$ cat config.mk
export PLATFORM = sky130hd
export DESIGN_NAME = gsplat_tile_prefetch
export DESIGN_NICKNAME = d
export VERILOG_FILES = /design/src/rtl/gsplat_tile_prefetch.sv
export SDC_FILE = /design/constraint.sdc
export NUM_CORES = 1
export LEC_CHECK = 0
export ABC_AREA = 1
export CELL_PAD_IN_SITES_DETAIL_PLACEMENT = 2
export CELL_PAD_IN_SITES_GLOBAL_PLACEMENT = 2
export CORE_AREA = 2 2 282 284
export CTS_CLUSTER_DIAMETER = 60
export CTS_CLUSTER_SIZE = 24
export DETAILED_ROUTE_END_ITERATION = 6
export DIE_AREA = 0 0 284 286
export HOLD_SLACK_MARGIN = 0.06
export PLACE_DENSITY_LB_ADDON = 0.1
export SYNTH_ARGS = -nofsm -noshare
export SYNTH_HDL_FRONTEND = slang
export SYNTH_SLANG_ARGS = --single-unit
$ cat constraint.sdc
create_clock -name clk -period 2.45 [get_ports clk]
set_input_delay 0.49 -clock clk [delete_from_list [all_inputs] [get_ports clk]]
set_output_delay 0.49 -clock clk [all_outputs]
set_load 0.03 [all_outputs]
$ cat src/rtl/gsplat_tile_prefetch.sv
// gsplat_tile_prefetch
// Walks the per-frame tile-descriptor linked list in DDR3 and queues each
// decoded 2-qword header in a small first-word-fall-through FIFO. This lets
// the dispatch stage pop one header per tile without waiting on a DDR read.
//
// Ports:
//   clk, reset          clock; synchronous active-high reset
//   start, first_addr   one-cycle pulse that starts a walk at first_addr (0 = empty list)
//   rd_*                read-only requestor port toward arbiter requestor 0
//   hdr_*               FWFT header FIFO head (pop on hdr_valid & hdr_ready)
//   walk_done           level, walk finished
//   overflow            walk cut short by the MAX_TILES loop guard
//   tile_count          headers read in the current walk
module gsplat_tile_prefetch #(
    parameter int unsigned DEPTH     = 4,
    parameter int unsigned MAX_TILES = 4096
) (
    input  logic        clk,
    input  logic        reset,
    input  logic        start,
    input  logic [28:0] first_addr,
    output logic [28:0] rd_addr,
    output logic [7:0]  rd_burstcnt,
    output logic        rd_req,
    input  logic        rd_ack,
    input  logic [63:0] rd_data,
    input  logic        rd_data_valid,
    output logic        hdr_valid,
    input  logic        hdr_ready,
    output logic [28:0] hdr_tile_addr,
    output logic [15:0] hdr_px,
    output logic [15:0] hdr_py,
    output logic [31:0] hdr_splat_count,
    output logic        hdr_last,
    output logic        walk_done,
    output logic        overflow,
    output logic [15:0] tile_count
);

    localparam int unsigned AW    = 29;
    localparam int unsigned PTR_W = (DEPTH > 1) ? $clog2(DEPTH) : 1;
    localparam int unsigned CNT_W = PTR_W + 1;

    typedef struct packed {
        logic [AW-1:0] tile_addr;
        logic [15:0]   px;
        logic [15:0]   py;
        logic [31:0]   splat_count;
        logic          last;
    } hdr_t;

    typedef enum logic [2:0] {
        S_IDLE  = 3'd0,
        S_REQ   = 3'd1,
        S_BEAT0 = 3'd2,
        S_BEAT1 = 3'd3,
        S_DONE  = 3'd4
    } state_t;

    state_t             state_q, state_d;
    logic [AW-1:0]      cur_addr_q, cur_addr_d;
    logic [AW-1:0]      next_addr_q, next_addr_d;
    logic               rd_req_q, rd_req_d;
    logic [AW-1:0]      rd_addr_q, rd_addr_d;
    logic               walk_done_q, walk_done_d;
    logic               overflow_q, overflow_d;
    logic [15:0]        tile_count_q, tile_count_d;

    hdr_t               mem_q [DEPTH];
    hdr_t               mem_d [DEPTH];
    logic [PTR_W-1:0]   wr_ptr_q, wr_ptr_d;
    logic [PTR_W-1:0]   rd_ptr_q, rd_ptr_d;
    logic [CNT_W-1:0]   count_q, count_d;
    hdr_t               head_q, head_d;
    logic               hdr_valid_q, hdr_valid_d;

    logic               push;
    logic               pop;
    hdr_t               push_entry;
    logic [15:0]        tc_inc;

    // State and datapath registers
    always_ff @(posedge clk) begin
        if (reset) begin
            state_q      <= S_IDLE;
            cur_addr_q   <= '0;
            next_addr_q  <= '0;
            rd_req_q     <= 1'b0;
            rd_addr_q    <= '0;
            walk_done_q  <= 1'b0;
            overflow_q   <= 1'b0;
            tile_count_q <= '0;
            wr_ptr_q     <= '0;
            rd_ptr_q     <= '0;
            count_q      <= '0;
            head_q       <= '0;
            hdr_valid_q  <= 1'b0;
            for (int i = 0; i < int'(DEPTH); i++) begin
                mem_q[i] <= '0;
            end
        end else begin
            state_q      <= state_d;
            cur_addr_q   <= cur_addr_d;
            next_addr_q  <= next_addr_d;
            rd_req_q     <= rd_req_d;
            rd_addr_q    <= rd_addr_d;
            walk_done_q  <= walk_done_d;
            overflow_q   <= overflow_d;
            tile_count_q <= tile_count_d;
            wr_ptr_q     <= wr_ptr_d;
            rd_ptr_q     <= rd_ptr_d;
            count_q      <= count_d;
            head_q       <= head_d;
            hdr_valid_q  <= hdr_valid_d;
            for (int i = 0; i < int'(DEPTH); i++) begin
                mem_q[i] <= mem_d[i];
            end
        end
    end

    // Walk FSM: next state, header decode and FIFO push request
    always_comb begin
        state_d      = state_q;
        cur_addr_d   = cur_addr_q;
        next_addr_d  = next_addr_q;
        walk_done_d  = walk_done_q;
        overflow_d   = overflow_q;
        tile_count_d = tile_count_q;
        push         = 1'b0;
        push_entry   = '0;
        tc_inc       = (tile_count_q == 16'hFFFF) ? tile_count_q : tile_count_q + 16'd1;

        case (state_q)
            S_IDLE, S_DONE: begin
                if (start) begin
                    tile_count_d = '0;
                    overflow_d   = 1'b0;
                    if (first_addr != '0) begin
                        cur_addr_d  = first_addr;
                        walk_done_d = 1'b0;
                        state_d     = S_REQ;
                    end else begin
                        walk_done_d = 1'b1;
                        state_d     = S_DONE;
                    end
                end
            end
            S_REQ: begin
                if (rd_req_q && rd_ack) begin
                    state_d = S_BEAT0;
                end
            end
            S_BEAT0: begin
                if (rd_data_valid) begin
                    next_addr_d = rd_data[60:32];
                    state_d     = S_BEAT1;
                end
            end
            S_BEAT1: begin
                if (rd_data_valid) begin
                    push                   = 1'b1;
                    push_entry.tile_addr   = cur_addr_q;
                    push_entry.px          = rd_data[47:32];
                    push_entry.py          = rd_data[63:48];
                    push_entry.splat_count = rd_data[31:0];
                    tile_count_d           = tc_inc;
                    if (next_addr_q == '0) begin
                        push_entry.last = 1'b1;
                        walk_done_d     = 1'b1;
                        state_d         = S_DONE;
                    end else if ({16'd0, tc_inc} == 32'(MAX_TILES)) begin
                        // Loop guard: a corrupt or cyclic list must not walk forever
                        push_entry.last = 1'b1;
                        overflow_d      = 1'b1;
                        walk_done_d     = 1'b1;
                        state_d         = S_DONE;
                    end else begin
                        cur_addr_d = next_addr_q;
                        state_d    = S_REQ;
                    end
                end
            end
            default: begin
                state_d = S_IDLE;
            end
        endcase
    end

    // Header FIFO plus registered FWFT head and read-request outputs
    always_comb begin
        pop      = hdr_valid_q & hdr_ready;
        mem_d    = mem_q;
        wr_ptr_d = wr_ptr_q;
        rd_ptr_d = rd_ptr_q;
        if (push) begin
            mem_d[wr_ptr_q] = push_entry;
            wr_ptr_d        = wr_ptr_q + PTR_W'(1);
        end
        if (pop) begin
            rd_ptr_d = rd_ptr_q + PTR_W'(1);
        end
        count_d     = count_q + CNT_W'(push) - CNT_W'(pop);
        head_d      = mem_d[rd_ptr_d];
        hdr_valid_d = (count_d != '0);

        // One read in flight at most, so requesting only with a free slot
        // guarantees the eventual push never lands on a full FIFO.
        rd_req_d  = (state_d == S_REQ) && (count_d < CNT_W'(DEPTH));
        rd_addr_d = cur_addr_d;
    end

    assign rd_req          = rd_req_q;
    assign rd_addr         = rd_addr_q;
    assign rd_burstcnt     = 8'd2;
    assign hdr_valid       = hdr_valid_q;
    assign hdr_tile_addr   = head_q.tile_addr;
    assign hdr_px          = head_q.px;
    assign hdr_py          = head_q.py;
    assign hdr_splat_count = head_q.splat_count;
    assign hdr_last        = head_q.last;
    assign walk_done       = walk_done_q;
    assign overflow        = overflow_q;
    assign tile_count      = tile_count_q;

endmodule
==> impl_metrics.toml, run 1 <==
[run_status]
run_status = "finished with violations"
violations = "negative setup slack"

[worst_setup_path]
crit-reg2reg-launch = "tile_count[0]"
cp.arrival_ns = 3.00
worst_path_required_ns = 2.96
critPathMaxFanout = 7
endpoint = "rd_addr[19]"
timing.setup.critical_path_class = "register to register"
startpoint_type = "register"
r2r.worst_path.cells = 17
regToRegEndpoint = "rd_addr[19]"
regToRegSetupSlack_ns = -0.04
worst_setup_path_startpoint = "tile_count[0]"
cp-end-kind = "register"

[clock_tree]
tritoncts.num_buffers = 60
htree_num_levels = 2
clk-insertion-delay-late_ns = 0.63
cts.sink_count = 558
cts_tree = "done"
path_clk_slew_ns = 0.08
clock_path_buffers = 3
clk_root_buffer_cell = "clkbuf_16"
cts_hold_repair.buffers = 0

[drt]
drc_errors = 0
via_count = 23400
routed_wire_length_per_instance_um = 19.8
number_of_vias_per_cell = 4.87
drt_pre_antenna_iters = 5
finalWirelength_um = 95200
drt_iter0_drc = 903
detail-route-antenna-nets = 0

[power_and_ir_drop]
comb_power_share_pct = 27.2
worst_voltage_drop_across_the_vdd_grid_v = 0.000538
clock_group_share_of_total_power_pct = 37.2
power.density_nw_per_um2 = 848
p_sw_share_pct = 33.5
report.power.total_mw = 27.8
total_switching_power_mw = 9.29
leakage_nw = 13.6
p_int_mw = 18.5
sequentialPowerShare_pct = 35.7

[logic_synthesis]
main_flop_type_after_synthesis = "dfxtp_1"
synth_top_cells_by_count = "nand2_1, dfxtp_1, o21ai_0"
synth-edff-count = 0
post-synth-top-count-cell = "nand2_1"
async_reset_ff_share_pct = 0
synth_sequential_area_ratio_pct = 49.7
synthDominantAreaCellType = "dfxtp_1"
synthesis.yosys.warnings = 0
ys_seq_elements = 558
synth_area_leaders = "dfxtp_1, nand2_1, o21ai_0"
synth_top_cell_area_share_pct = 49.7
gate_count_of_the_mapped_netlist = 3137
synth_cell_type_count = 39
syn-mean-instance-area_um2 = 7.17
netlist_area_um2 = 22500

[floorplanning]
die-height_um = 286
floorplan.die_area_um2 = 81200
starting_utilization_of_the_core_area_pct = 28.7
floorplan.die.width_um = 284
top_level_ports = 250
core_area_um2 = 78400
std_cell_rows = 103

[finish]
fin_util_pct = 41.8
drive_gt1_share_pct = 19.5
area_growth_syn_to_layout_pct = 45.7
layout.cells.non_filler = 4811
design_area_um2 = 32800
nNetsFinal = 3819

[placed_design]
gpl_wtd_cong = 0.815
placed_cells = 4681
detailedPlacementHpwl_um = 64200
port_buffers = 241
postPlaceCellArea_um2 = 29800

[grt]
grt.met1_usage_pct = 28.4
globalRouteMet2Util_pct = 40.4
top_usage_layer = "met2"
grt.total_usage_pct = 22.7
grt_overflow_total = 0
grt_antenna_before_repair = 6
first_pass_grt_wire_length_um = 148000
largest_net_degree_at_the_start_of_global_routing = 153
gr-usage-met3_pct = 2.95
grt_pass1_vias = 26100

[sta]
finalCritPeriodShare_pct = 101
min_period_ns = 2.49
setup_ws_ns = -0.0355
fmax_mhz = 402
fin_setup_tns_ns = -0.310
setup_viol = 17
worstMarginPinSlew_ns = 0.713
rsz0062_at_grt = "yes"
timing.max_slew.rel_slack_pct = 52.4
worst_clock_skew_ns = 0.0173
hold_viol = 0
max_transition_viols_final = 0

[min_path]
hold_path.class = "input pin to register"

[run]
maxCapViolCount = 0
==> timing repair <==
action / 4_1_cts / 5_1_grt
cloned: 1 / 4
buffers inserted: 10 / 6
resized for setup: 54 / 77
pin swaps: 21 / 22
endpoints found under the setup margin: 48 / 148
==> layout make-up <==
| type | count | area (um2) |
|---|---|---|
| tap | 1050 | 1310 |
| sequential | 558 | 11200 |
| antenna | 1 | 2.50 |
| multi-input combinational | 2212 | 10300 |
| clock inverter | 44 | 656 |
| timing repair buffer | 735 | 7210 |
| fill | 8987 | 45600 |
| clock buffer | 66 | 1570 |
| inverter | 145 | 589 |
==> routing by layer <==
layer | up-vias | wire (um)
met2 | 327 | 47400
met1 | 11800 | 42300
met5 | - | 41
met4 | 6 | 2770
met3 | 139 | 2750
li1 | 11200 | -
==> cell usage in the layout, fill, tap and decap left out, types with 5 or more instances in the layout <==
cell type and n:
nand4_1 8, nand3_2 7, inv_1 129, nand3_4 7, clkinv_2 5, nand2_2 21
bufinv_16 12, or2_2 8, clkinv_4 6, nand3_1 196, nor2_2 6, nand2_1 860
nor2_1 407, clkinv_8 5, dfxtp_2 5, inv_6 10, buf_4 407, clkdlybuf4s50_1 240
nor2_4 13, mux2i_1 24, nand2_4 8, buf_12 78, dfxtp_1 552, clkinvlp_4 9
a21oi_2 25, a21oi_1 147, clkbuf_16 65, nor3_1 7, inv_2 6, nor4_1 10
conb_1 8, o21ai_0 417
==> worst min-delay path by stage <==
stage	from	slack [ns]	depth (start not counted)	end
4_1_cts	reset	0.16	2	mem_q[91]
5_1_grt	reset	0.18	2	mem_q[279]
2_1_floorplan	next_addr_q[0]	0.44	2	next_addr_q[0]
3_3_place_gp	next_addr_q[0]	0.47	2	next_addr_q[0]
6_report	reset	0.19	2	mem_q[91]
3_5_place_dp	next_addr_q[21]	0.48	2	next_addr_q[21]
==> worst max-delay path, cell delays in order, from the launching register on <==
cell,delay [ns]
dfxtp_4,0.37
ha_4,0.18
nand2_4,0.06
nor2_4,0.13
nand2_4,0.10
nor2_8,0.22
xor2_2,0.20
nand3_2,0.12
nor2_4,0.20
nand2_4,0.09
nand2_4,0.08
nand2_4,0.06
nand3_4,0.11
buf_12,0.13
buf_12,0.14
nand2_2,0.06
nand2_2,0.06
a21oi_2,0.04
==> state kept, by name, indices dropped and copies added (netlist names) <==
register / flops
state_q: 3
tile_count: 16
hdr_tile_addr: 29
hdr_py: 16
overflow: 1
wr_ptr_q: 2
rd_addr: 29
rd_req: 1
hdr_last: 1
next_addr_q: 29
count_q: 3
hdr_splat_count: 32
rd_ptr_q: 2
hdr_valid: 1
mem_q: 376
hdr_px: 16
walk_done: 1
==> cells by family (layout without fill, tap and decap cells) <==
group	Yosys count	count (layout)	synth area share [%]
and+or+nand+nor	1563	1563	28.0
AOI/OAI and AO/OA	601	601	13.6
DFF	558	558	49.7
buffers and inverters	373	990	6.80
muxes	24	24	1.07
adders and majority gates	8	8	0.478
xor gates and xnor gates	8	8	0.345
other	2	9	0.0334
==> metrics by stage <==
step / hold WS (ns) / setup slack, ns
2_1_floorplan: 0.444 / -0.000292
3_3_place_gp: 0.466 / -0.437
3_5_place_dp: 0.481 / -0.550
4_1_cts: 0.159 / -0.0384
5_1_grt: 0.179 / -0.144
6_report: 0.193 / -0.0355
==> power groups by stage <==
| stage | Clock [mW] | Combinational [mW] | Sequential [mW] |
|---|---|---|---|
| after floorplan | 0 | 2.95 | 10.9 |
| after global placement | 0 | 7.15 | 10.1 |
| after detailed placement | 0 | 7.34 | 10.1 |
| after CTS | 10.6 | 7.55 | 9.92 |
| after global routing | 11.0 | 8.20 | 9.95 |
| final | 10.3 | 7.55 | 9.91 |
Power figures use the tool's default switching activity.
==> run 2: changes to the inputs <==
--- a/config.mk
+++ b/config.mk
@@ -8,11 +8,13 @@
 export ABC_AREA = 1
 export CELL_PAD_IN_SITES_DETAIL_PLACEMENT = 2
 export CELL_PAD_IN_SITES_GLOBAL_PLACEMENT = 2
-export CORE_AREA = 2 2 282 284
+export CORE_AREA = 2 2 269 271
 export CTS_CLUSTER_DIAMETER = 60
 export CTS_CLUSTER_SIZE = 24
 export DETAILED_ROUTE_END_ITERATION = 6
-export DIE_AREA = 0 0 284 286
+export DIE_AREA = 0 0 271 273
+export DONT_BUFFER_PORTS = 1
+export GPL_ROUTABILITY_DRIVEN = 0
 export HOLD_SLACK_MARGIN = 0.06
 export PLACE_DENSITY_LB_ADDON = 0.1
 export SYNTH_ARGS = -nofsm -noshare
==> impl_metrics.toml, run 2 (synthesis results as in run 1) <==
[sta]
rsz0062_at_grt = "yes"
max_transition_viols_final = 273
min_period_ns = 2.40
setup_viol = 0
hold_viol = 3
finalCritPeriodShare_pct = 98.1
hold_ws_ns = -0.00872
timing.max_slew.rel_slack_pct = -56.5
worst_clock_skew_ns = 0.0246
fin_setup_tns_ns = 0
worstMarginPinSlew_ns = 2.35
fmax_mhz = 416

[worst_setup_path]
worst_path_largest_cell_delay_ns = 0.34
worst_path_required_ns = 2.81
worstPathCellList = "inv_2 -> nor2_2 -> inv_2 -> nor2_4 -> inv_2 -> nor2_4 -> buf_8 -> nand2_1 -> inv_6 -> buf_16 -> nand2_1 -> o21ai_0 -> nand2_1 -> nand3_1 -> a21oi_1"
critical-path-top-delay-family = "simple AND/OR/NAND/NOR gates"
regToRegSetupSlack_ns = 0.05
cp-end-kind = "register"
crit_slowest_cell = "dfxtp_2"
timing.setup.critical_path_class = "register to register"
cp.arrival_ns = 2.76
critPathMaxFanout = 62
startpoint_type = "register"
critical_path.n_buffers_inverters = 6

[finish]
layout.cells.most_common_list = "nand2_1, dfxtp_1, o21ai_0"
largest_register_ff_count = 376
largest_register = "mem_q"
final-seq-area_um2 = 11200
nNetsFinal = 3269
ant_diodes = 0
area_of_the_multi_input_gates_um2 = 10100
layout_commonest_cell = "nand2_1"
area_growth_syn_to_layout_pct = 20.6
drive_gt1_share_pct = 12.3
fillerInstances = 8094

[placed_design]
detailedPlacementHpwl_um = 55100
port_buffers = 0

[drt]
drt_iter0_drc = 1170
drc_errors = 0
drt_pre_antenna_iters = 5
number_of_vias_per_cell = 5.05
finalWirelength_um = 85800
detail-route-antenna-nets = 0
via_count = 21000
routed_wire_length_per_instance_um = 20.6

[clock_tree]
clk-insertion-delay-late_ns = 0.62
htree_num_levels = 2
cts_hold_repair.buffers = 9
clk_root_buffer_cell = "clkbuf_16"
path_clk_slew_ns = 0.07
tritoncts.num_buffers = 57
cts_tree = "done"
cts.sink_count = 558
clock_path_buffers = 3

[floorplanning]
floorplan.die.width_um = 271
die-height_um = 273
starting_utilization_of_the_core_area_pct = 31.7
core_area_um2 = 71000
floorplan.die_area_um2 = 74000
std_cell_rows = 98
top_level_ports = 250

[power_and_ir_drop]
worst_voltage_drop_across_the_vdd_grid_v = 0.000510
leakage_nw = 11.1
power.density_nw_per_um2 = 916

[grt]
first_pass_grt_wire_length_um = 132000
grt_pass1_vias = 22700
largest_net_degree_at_the_start_of_global_routing = 496
grt.total_usage_pct = 22.4
grt_antenna_before_repair = 6
grt_overflow_total = 0

[run_status]
violations = "negative hold slack, max-slew violations"
run_status = "finished with violations"

[min_path]
hold_path.class = "input pin to register"

[run]
maxCapViolCount = 0
## run 2: area by class of cell
type | instances | area share, %
clock buffer | 63 | 5.42
clock inverter | 42 | 1.81
inverter | 145 | 2.14
multi-input combinational | 2212 | 37.2
sequential | 558 | 41.2
tap | 950 | 4.38
timing repair buffer | 187 | 7.77
timing repair inverter | 1 | 0.0185
## run 2: routing by layer
metal | global-route usage [%] | share of wire [%] | up-vias
met5 | 0 | 0.11 | -
met4 | 6.64 | 2.5 | 12
met3 | 4.62 | 4.3 | 126
met2 | 38.9 | 48 | 257
met1 | 27.8 | 45 | 10500
li1 | - | - | 10100
## run 2: stage by stage
step	cells	power (mW)	utilization, %	area, um2	worst slack [ns]
global placement	4020	15.6	34.4	24400	-0.139
detailed placement	4020	15.7	34.4	24400	-0.169
global route	4158	26.2	38.2	27100	-0.0495
floorplan	3143	13.9	-	22500	-0.000292
finish	4158	24.9	38.2	27100	0.0460
CTS	4136	25.1	37.3	26500	-0.00639
## run 2: worst paths after layout
path,start,end,depth (start not counted)
worst max-delay path,state_q[1],hdr_splat_count[3],15
worst min-delay path,reset,mem_q[276],1
worst max register to register,state_q[1],hdr_splat_count[3],15
worst min register to register,tile_count[3],tile_count[3],2
## run 2: worst reg2reg max path, stage by stage, from the launching register on
cell	delay, ns
dfxtp_2	0.34
inv_2	0.04
nor2_2	0.10
inv_2	0.06
nor2_4	0.10
inv_2	0.06
nor2_4	0.15
buf_8	0.19
nand2_1	0.13
inv_6	0.12
buf_16	0.26
nand2_1	0.12
o21ai_0	0.17
nand2_1	0.11
nand3_1	0.11
a21oi_1	0.10
## run 2: where the power goes
group	switching, mW	internal (mW)
sequential	1.26	9.60
clock	4.23	5.02
combinational	3.14	1.61
total	8.63	16.2
## run 2: repair_timing
action / 4_1_cts / 5_1_grt
buffers inserted: 2 / 14
cloned: 0 / 8
endpoints found under the hold margin: 384 / 254
setup endpoints to repair: 34 / 108
gates resized for setup: 8 / 88
pin swaps: 5 / 21
